File: src/rtl/execute_stage_if.sv
// rtl/execute_stage_if.sv - issue/result/forwarding bundle between pipeline buffers and the execute stage
interface execute_stage_if #(
  parameter int DATA_W = 16,
  parameter int CTRL_W = 13
);
  logic              in_valid;
  logic              flush;
  logic [CTRL_W-1:0] ctrl_in;
  logic [3:0]        function_in;
  logic [DATA_W-1:0] readData1_in;
  logic [DATA_W-1:0] readData2_in;
  logic [2:0]        src1_addr;
  logic [2:0]        src2_addr;
  logic [2:0]        writeAdd_in1;
  logic [2:0]        writeAdd_in2;
  logic              em_regwr;
  logic              mw_regwr;
  logic [2:0]        em_wadd;
  logic [2:0]        mw_wadd;
  logic [DATA_W-1:0] em_data;
  logic [DATA_W-1:0] mw_data;
  logic              busy;
  logic              out_valid;
  logic [CTRL_W-1:0] ctrl_out;
  logic [DATA_W-1:0] result1_out;
  logic [DATA_W-1:0] result2_out;
  logic [2:0]        writeAdd_out1;
  logic [2:0]        writeAdd_out2;
  logic [2:0]        flags_out;

  modport master (
    output in_valid, flush, ctrl_in, function_in, readData1_in, readData2_in,
           src1_addr, src2_addr, writeAdd_in1, writeAdd_in2,
           em_regwr, mw_regwr, em_wadd, mw_wadd, em_data, mw_data,
    input  busy, out_valid, ctrl_out, result1_out, result2_out,
           writeAdd_out1, writeAdd_out2, flags_out
  );

  modport slave (
    input  in_valid, flush, ctrl_in, function_in, readData1_in, readData2_in,
           src1_addr, src2_addr, writeAdd_in1, writeAdd_in2,
           em_regwr, mw_regwr, em_wadd, mw_wadd, em_data, mw_data,
    output busy, out_valid, ctrl_out, result1_out, result2_out,
           writeAdd_out1, writeAdd_out2, flags_out
  );
endinterface

File: src/rtl/execute_stage.sv
// rtl/execute_stage.sv - execute stage: operand forwarding, ALU, C/N/Z flags, shift-add multiplier
module execute_stage #(
  parameter int DATA_W     = 16,
  parameter int CTRL_W     = 13,
  parameter int MUL_CYCLES = 16
) (
  input  logic            clk,
  input  logic            rst,
  execute_stage_if.slave  bus
);
  localparam int                CNT_W    = $clog2(MUL_CYCLES + 1);
  localparam logic [CNT_W-1:0]  CNT_LAST = CNT_W'(MUL_CYCLES - 1);

  localparam logic [3:0] OP_NOT  = 4'd1;
  localparam logic [3:0] OP_INC  = 4'd2;
  localparam logic [3:0] OP_DEC  = 4'd3;
  localparam logic [3:0] OP_MOV  = 4'd4;
  localparam logic [3:0] OP_ADD  = 4'd5;
  localparam logic [3:0] OP_SUB  = 4'd6;
  localparam logic [3:0] OP_AND  = 4'd7;
  localparam logic [3:0] OP_OR   = 4'd8;
  localparam logic [3:0] OP_SHL  = 4'd9;
  localparam logic [3:0] OP_SHR  = 4'd10;
  localparam logic [3:0] OP_SETC = 4'd11;
  localparam logic [3:0] OP_CLRC = 4'd12;
  localparam logic [3:0] OP_MUL  = 4'd13;

  typedef enum logic [1:0] {ST_IDLE, ST_MUL, ST_DONE} state_t;

  state_t              state;
  logic [DATA_W-1:0]   op_a, op_b;
  logic [2*DATA_W-1:0] mcand, acc, acc_next;
  logic [DATA_W-1:0]   mplier;
  logic [CNT_W-1:0]    cnt;
  logic [CTRL_W-1:0]   mul_ctrl;
  logic [2:0]          mul_wa1, mul_wa2;
  logic                flag_c, flag_n, flag_z;
  logic [DATA_W-1:0]   alu_res;
  logic                alu_c, c_upd, zn_upd;
  logic [DATA_W:0]     add_w, sub_w, inc_w, dec_w, shl_w, shr_w;
  logic                issue;

  assign issue         = bus.in_valid && !bus.flush;
  assign bus.flags_out = {flag_c, flag_n, flag_z};

  // EM is the younger producer, so it wins when both stages target the source
  always_comb begin
    op_a = bus.readData1_in;
    if (bus.em_regwr && bus.em_wadd == bus.src1_addr)      op_a = bus.em_data;
    else if (bus.mw_regwr && bus.mw_wadd == bus.src1_addr) op_a = bus.mw_data;
    op_b = bus.readData2_in;
    if (bus.em_regwr && bus.em_wadd == bus.src2_addr)      op_b = bus.em_data;
    else if (bus.mw_regwr && bus.mw_wadd == bus.src2_addr) op_b = bus.mw_data;
  end

  // One spare top bit holds carry/borrow; for shifts it catches the last bit shifted out
  assign add_w = {1'b0, op_a} + {1'b0, op_b};
  assign sub_w = {1'b0, op_a} - {1'b0, op_b};
  assign inc_w = {1'b0, op_a} + (DATA_W+1)'(1);
  assign dec_w = {1'b0, op_a} - (DATA_W+1)'(1);
  assign shl_w = {1'b0, op_a} << op_b[3:0];
  assign shr_w = {op_a, 1'b0} >> op_b[3:0];

  always_comb begin
    alu_res = op_a;
    alu_c   = flag_c;
    c_upd   = 1'b0;
    zn_upd  = 1'b1;
    case (bus.function_in)
      OP_NOT: alu_res = ~op_a;
      OP_INC: begin {alu_c, alu_res} = inc_w; c_upd = 1'b1; end
      OP_DEC: begin {alu_c, alu_res} = dec_w; c_upd = 1'b1; end
      OP_MOV: alu_res = op_b;
      OP_ADD: begin {alu_c, alu_res} = add_w; c_upd = 1'b1; end
      OP_SUB: begin {alu_c, alu_res} = sub_w; c_upd = 1'b1; end
      OP_AND: alu_res = op_a & op_b;
      OP_OR:  alu_res = op_a | op_b;
      OP_SHL: begin {alu_c, alu_res} = shl_w; c_upd = |op_b[3:0]; end
      OP_SHR: begin
        alu_res = shr_w[DATA_W:1];
        alu_c   = shr_w[0];
        c_upd   = |op_b[3:0];
      end
      default: zn_upd = 1'b0;
    endcase
  end

  assign acc_next = acc + (mplier[0] ? mcand : '0);

  always_ff @(posedge clk) begin
    if (rst) begin
      state             <= ST_IDLE;
      bus.busy          <= 1'b0;
      bus.out_valid     <= 1'b0;
      bus.ctrl_out      <= '0;
      bus.result1_out   <= '0;
      bus.result2_out   <= '0;
      bus.writeAdd_out1 <= '0;
      bus.writeAdd_out2 <= '0;
      flag_c            <= 1'b0;
      flag_n            <= 1'b0;
      flag_z            <= 1'b0;
      mcand             <= '0;
      acc               <= '0;
      mplier            <= '0;
      cnt               <= '0;
      mul_ctrl          <= '0;
      mul_wa1           <= '0;
      mul_wa2           <= '0;
    end else begin
      case (state)
        ST_IDLE, ST_DONE: begin
          bus.out_valid <= 1'b0;
          bus.ctrl_out  <= '0;
          state         <= ST_IDLE;
          if (issue && bus.function_in == OP_MUL) begin
            state    <= ST_MUL;
            bus.busy <= 1'b1;
            mcand    <= {{DATA_W{1'b0}}, op_a};
            mplier   <= op_b;
            acc      <= '0;
            cnt      <= '0;
            mul_ctrl <= bus.ctrl_in;
            mul_wa1  <= bus.writeAdd_in1;
            mul_wa2  <= bus.writeAdd_in2;
          end else if (issue) begin
            state             <= ST_DONE;
            bus.out_valid     <= 1'b1;
            bus.ctrl_out      <= bus.ctrl_in;
            bus.result1_out   <= alu_res;
            bus.result2_out   <= '0;
            bus.writeAdd_out1 <= bus.writeAdd_in1;
            bus.writeAdd_out2 <= bus.writeAdd_in2;
            if (bus.function_in == OP_SETC) begin
              flag_c <= 1'b1;
            end else if (bus.function_in == OP_CLRC) begin
              flag_c <= 1'b0;
            end else if (bus.ctrl_in[1] && zn_upd) begin
              flag_z <= (alu_res == '0);
              flag_n <= alu_res[DATA_W-1];
              if (c_upd) flag_c <= alu_c;
            end
          end
        end
        ST_MUL: begin
          bus.out_valid <= 1'b0;
          bus.ctrl_out  <= '0;
          if (bus.flush) begin
            state    <= ST_IDLE;
            bus.busy <= 1'b0;
          end else begin
            acc    <= acc_next;
            mcand  <= mcand << 1;
            mplier <= mplier >> 1;
            cnt    <= cnt + CNT_W'(1);
            if (cnt == CNT_LAST) begin
              state             <= ST_DONE;
              bus.busy          <= 1'b0;
              bus.out_valid     <= 1'b1;
              bus.ctrl_out      <= mul_ctrl;
              bus.result1_out   <= acc_next[DATA_W-1:0];
              bus.result2_out   <= acc_next[2*DATA_W-1:DATA_W];
              bus.writeAdd_out1 <= mul_wa1;
              bus.writeAdd_out2 <= mul_wa2;
              if (mul_ctrl[1]) begin
                flag_z <= (acc_next == '0);
                flag_n <= acc_next[2*DATA_W-1];
              end
            end
          end
        end
        default: state <= ST_IDLE;
      endcase
    end
  end
endmodule

File: src/flat_wrapper.sv
// flat-port wrapper written by rule: the top's interface ports become plain ports
module execute_stage_flat 
#(
  parameter int DATA_W     = 16,
  parameter int CTRL_W     = 13,
  parameter int MUL_CYCLES = 16
)
  (clk, rst, bus_in_valid, bus_flush, bus_ctrl_in, bus_function_in, bus_readData1_in, bus_readData2_in, bus_src1_addr, bus_src2_addr, bus_writeAdd_in1, bus_writeAdd_in2, bus_em_regwr, bus_mw_regwr, bus_em_wadd, bus_mw_wadd, bus_em_data, bus_mw_data, bus_busy, bus_out_valid, bus_ctrl_out, bus_result1_out, bus_result2_out, bus_writeAdd_out1, bus_writeAdd_out2, bus_flags_out);
  execute_stage_if #(.DATA_W(DATA_W), .CTRL_W(CTRL_W)) bus_i ();
  input  logic clk;
  input  logic rst;
  input wire logic [$bits(bus_i.in_valid)-1:0] bus_in_valid;
  input wire logic [$bits(bus_i.flush)-1:0] bus_flush;
  input wire logic [$bits(bus_i.ctrl_in)-1:0] bus_ctrl_in;
  input wire logic [$bits(bus_i.function_in)-1:0] bus_function_in;
  input wire logic [$bits(bus_i.readData1_in)-1:0] bus_readData1_in;
  input wire logic [$bits(bus_i.readData2_in)-1:0] bus_readData2_in;
  input wire logic [$bits(bus_i.src1_addr)-1:0] bus_src1_addr;
  input wire logic [$bits(bus_i.src2_addr)-1:0] bus_src2_addr;
  input wire logic [$bits(bus_i.writeAdd_in1)-1:0] bus_writeAdd_in1;
  input wire logic [$bits(bus_i.writeAdd_in2)-1:0] bus_writeAdd_in2;
  input wire logic [$bits(bus_i.em_regwr)-1:0] bus_em_regwr;
  input wire logic [$bits(bus_i.mw_regwr)-1:0] bus_mw_regwr;
  input wire logic [$bits(bus_i.em_wadd)-1:0] bus_em_wadd;
  input wire logic [$bits(bus_i.mw_wadd)-1:0] bus_mw_wadd;
  input wire logic [$bits(bus_i.em_data)-1:0] bus_em_data;
  input wire logic [$bits(bus_i.mw_data)-1:0] bus_mw_data;
  output wire logic [$bits(bus_i.busy)-1:0] bus_busy;
  output wire logic [$bits(bus_i.out_valid)-1:0] bus_out_valid;
  output wire logic [$bits(bus_i.ctrl_out)-1:0] bus_ctrl_out;
  output wire logic [$bits(bus_i.result1_out)-1:0] bus_result1_out;
  output wire logic [$bits(bus_i.result2_out)-1:0] bus_result2_out;
  output wire logic [$bits(bus_i.writeAdd_out1)-1:0] bus_writeAdd_out1;
  output wire logic [$bits(bus_i.writeAdd_out2)-1:0] bus_writeAdd_out2;
  output wire logic [$bits(bus_i.flags_out)-1:0] bus_flags_out;
  assign bus_i.in_valid = bus_in_valid;
  assign bus_i.flush = bus_flush;
  assign bus_i.ctrl_in = bus_ctrl_in;
  assign bus_i.function_in = bus_function_in;
  assign bus_i.readData1_in = bus_readData1_in;
  assign bus_i.readData2_in = bus_readData2_in;
  assign bus_i.src1_addr = bus_src1_addr;
  assign bus_i.src2_addr = bus_src2_addr;
  assign bus_i.writeAdd_in1 = bus_writeAdd_in1;
  assign bus_i.writeAdd_in2 = bus_writeAdd_in2;
  assign bus_i.em_regwr = bus_em_regwr;
  assign bus_i.mw_regwr = bus_mw_regwr;
  assign bus_i.em_wadd = bus_em_wadd;
  assign bus_i.mw_wadd = bus_mw_wadd;
  assign bus_i.em_data = bus_em_data;
  assign bus_i.mw_data = bus_mw_data;
  assign bus_busy = bus_i.busy;
  assign bus_out_valid = bus_i.out_valid;
  assign bus_ctrl_out = bus_i.ctrl_out;
  assign bus_result1_out = bus_i.result1_out;
  assign bus_result2_out = bus_i.result2_out;
  assign bus_writeAdd_out1 = bus_i.writeAdd_out1;
  assign bus_writeAdd_out2 = bus_i.writeAdd_out2;
  assign bus_flags_out = bus_i.flags_out;
  execute_stage #(.DATA_W(DATA_W), .CTRL_W(CTRL_W), .MUL_CYCLES(MUL_CYCLES)) u_core (.clk(clk), .rst(rst), .bus(bus_i));
endmodule
File: config.mk
export PLATFORM = sky130hd
export DESIGN_NAME = execute_stage_flat
export DESIGN_NICKNAME = d
export VERILOG_FILES = /design/src/rtl/execute_stage_if.sv /design/src/rtl/execute_stage.sv /design/src/flat_wrapper.sv
export SDC_FILE = /design/constraint.sdc
export NUM_CORES = 1
export LEC_CHECK = 0
export ABC_AREA = 1
export BUFFER_PORTS_ARGS = -buffer_cell sky130_fd_sc_hd__buf_4
export CAP_MARGIN = 20
export CORE_UTILIZATION = 45
export CTS_CLUSTER_DIAMETER = 30
export DETAILED_ROUTE_END_ITERATION = 10
export PLACE_DENSITY = 0.63
export SYNTH_ARGS = -nofsm -noshare
export SYNTH_HDL_FRONTEND = slang
export SYNTH_SLANG_ARGS = --single-unit
export TNS_END_PERCENT = 30
File: constraint.sdc
create_clock -name clk -period 4.6 [get_ports clk]
set_input_delay 0.92 -clock clk [delete_from_list [all_inputs] [get_ports clk]]
set_output_delay 0.92 -clock clk [all_outputs]
set_load 0.05 [all_outputs]
==> flow_summary.toml <==
[synthesis]
yosysUniqueCellTypes = 52
ys.flop_type = "dfxtp_1"
seq_area_frac_synth = 0.215
ys_warn_count = 0
synth_area_leaders = "dfxtp_1, nand2_1, nand3_1, o21ai_0, nor2_1"
yosys.area.top_type_share = 0.215
syn_nets = 2763
netlist_area_mm2 = 0.0151
synth.most_common_cell = "nand2_1"
synth_common_cells = "nand2_1, nand3_1, nor2_1, inv_1, o21ai_0"
synth_edf_count = 0
ys_seq_elements = 162
synth_top_area_cell = "dfxtp_1"
avgSynthCellArea_um2 = 5.84
async_reset_ff_frac = 0
syn_inst = 2582

[detailed_routing]
dr_wl_met2_mm = 25.6
wl_met3_mm = 5.47
final_antenna_net_count = 0
vias_per_cell = 5.67
routedWlPerCell_um = 18.8
drt_iter0_markers = 1894
drc = 0
first_pass_iters = 6
vias = 18000
routed_wl_mm = 59.6
top_layer_used = "met4"
wl_met1_mm = 26.1

[sta]
maxSlewViolCount = 0
rsz0062_at_grt = "false"
finClkSkew_ns = 0.00788
finalHoldViolCount = 0
final-setup-viol-count = 0
finalCriticalPeriod_ns = 4.18
fin_tns_setup_ns = 0
fmax_ghz = 0.239
fin_ws_ns = 0.417
slew_headroom = 0.338
tightest_slew_ns = 0.994
post-route-period-util = 0.909

[clocking]
cts_tree = "yes"
clock_latency_ns = 0.44
cts_buffer_depth = 2
cts_resized = 0
cts_root_buf = "clkbuf_16"
cts_setup_buffers = 0
ctsHtreeMaxLevel = 4
cts_buffers = 17
hold_buffers = 0
clkTransAtPathRegs_ns = 0.07
cts.sinks = 162

[run_status]
status = "completed"

[critical_path]
cp.required_ns = 4.97
criticalPathCategory = "input pin to register"
path_cells = "buf_4, inv_1, nor2_1, nor2_2, nand2_2, nand2_1, nand3_1, nand2_1, ha_1, fa_1, a22o_1, nor3_1, o21ai_0, a21oi_1, nand3_1, nor2_1, nand2_1, nand2_1, nand2_1, nor2_1, nand3_1, nor2_1, nand2_1, a21oi_2"
path_max_fanout = 14
cp-start-kind = "input pin"
arrival_ns = 4.55
max_stage_delay_ns = 0.43
slowest_stage = "fa_1"
cp_common_cell = "nand2_1"
critPathCaptureType = "register"

[global_route]
grt_antenna_before_repair = 0
grt_pass1_wl_mm = 91.8
grt_max_degree = 122
grt_usage = 0.349
grt_pass1_vias = 16600
grt_overflow = 0

[power]
p_sw_frac = 0.392
p_leak_nw = 8.78
internal_power_w = 0.00291
p_clk_frac = 0.329
comb_power_share = 0.363
ir_worst_vdd_uv = 290
power_w = 0.00478
cellPowerDensity_mw_per_mm2 = 274
pwr-share-seq = 0.307
power_switching_w = 0.00187

[finish]
post-route-util = 0.533
fin_nets = 2895
fin_area_mm2 = 0.0175
syn_to_final_growth_pct = 15.9
drive_gt1_frac = 0.142
diodes = 0

[place]
dp_hpwl_mm = 46.0
portBuffers = 160
gp_congestion = 1.05
post_dp_cell_area_mm2 = 0.0168
post-place-ws_ns = 0.0440

[flow_run]
maxCapViolations = 0

[floorplan]
die_width_um = 185
initial_core_util = 0.460
die-area_mm2 = 0.0343
row_count = 66
die-height_um = 185
fp.coreArea_mm2 = 0.0328
io_pins = 161

[hold_path]
hp-class = "register to register"
## power by group through the flow
stage,clock network (W),logic (W),registers (W)
after floorplan,0,0.00102,0.00159
after global placement,0,0.00168,0.00150
after detailed placement,0,0.00169,0.00150
after CTS,0.00160,0.00169,0.00147
after global routing,0.00166,0.00188,0.00147
final,0.00157,0.00174,0.00147
## routing by layer
metal,up-vias,track usage
li1,8769,-
met1,8219,0.464
met2,835,0.535
met3,139,0.0830
met4,0,0.148
met5,-,0
## area by class of cell
| class | count | area (um^2) |
|---|---|---|
| sequential | 162 | 3240 |
| inverter | 262 | 987 |
| fill | 3485 | 15300 |
| clock buffer | 17 | 425 |
| clock inverter | 15 | 218 |
| multi-input combinational | 2035 | 10300 |
| tap | 442 | 553 |
| timing repair buffer | 236 | 1780 |
## registers in the layout, summed over array words and instances, names as in the netlist, 2 cells and up
| signal | cells |
|---|---|
| u_core.acc | 32 |
| u_core.mcand | 32 |
| u_core.bus.result1_out | 16 |
| u_core.bus.result2_out | 16 |
| u_core.mplier | 16 |
| u_core.bus.ctrl_out | 13 |
| u_core.mul_ctrl | 13 |
| u_core.cnt | 5 |
| u_core.bus.writeAdd_out1 | 3 |
| u_core.bus.writeAdd_out2 | 3 |
| u_core.mul_wa1 | 3 |
| u_core.mul_wa2 | 3 |
| u_core.state | 2 |
## stage by stage
| stage | cells | hold slack (ns) |
|---|---|---|
| CTS | 3169 | 0.477 |
| finish | 3169 | 0.475 |
| global placement | 3137 | 0.452 |
| detailed placement | 3137 | 0.462 |
| global route | 3169 | 0.503 |
| floorplan | 2582 | 0.443 |
## worst paths after layout
path	start	end	slack, ns	depth (start not counted)
min reg2reg	u_core.bus.result1_out[4]	u_core.bus.result1_out[4]	0.48	2
max	bus_src2_addr[0]	u_core.flag_z	0.42	24
max reg2reg	u_core.mplier[0]	u_core.flag_z	0.79	19
min	u_core.bus.result1_out[4]	u_core.bus.result1_out[4]	0.48	2
## cell usage in the layout (no fill, tap or decap), types with 4 or more instances in the layout
cell type	count
nor2_4	5
o21ai_0	228
buf_4	235
nor3_1	27
bufinv_16	4
nand3_1	284
nand4_1	22
o22ai_1	5
inv_1	251
dfxtp_1	162
xnor2_1	12
nand2_1	683
inv_2	7
o211ai_1	19
nand3_2	7
o2111ai_1	4
xor2_1	15
a21boi_0	4
or2_2	27
o21bai_1	24
o21ai_1	7
nor2_2	15
ha_1	74
a21oi_1	188
inv_6	4
o21a_1	5
nand2_2	37
nand2_4	9
nor2_1	261
a31oi_1	27
nand3b_1	16
clkbuf_16	17
## critical path: cells and delay by family
family                   cells  cell delay, ns
adder cells (fa/ha/maj)      2            0.75
AND/OR/NAND/NOR             16            2.02
AO/OA/AOI/OAI                4            0.67
buffers and inverters        2            0.19
## cell families (layout without fill, tap and decap cells)
group	Yosys count	in the layout	share of synthesized area
flops	162	162	0.215
compound gates	531	531	0.193
buf+inv	385	530	0.105
xor+xnor	27	27	0.0157
simple gates	1401	1401	0.407
fa+ha+maj	76	76	0.0640
Power figures use the tool's default switching activity.
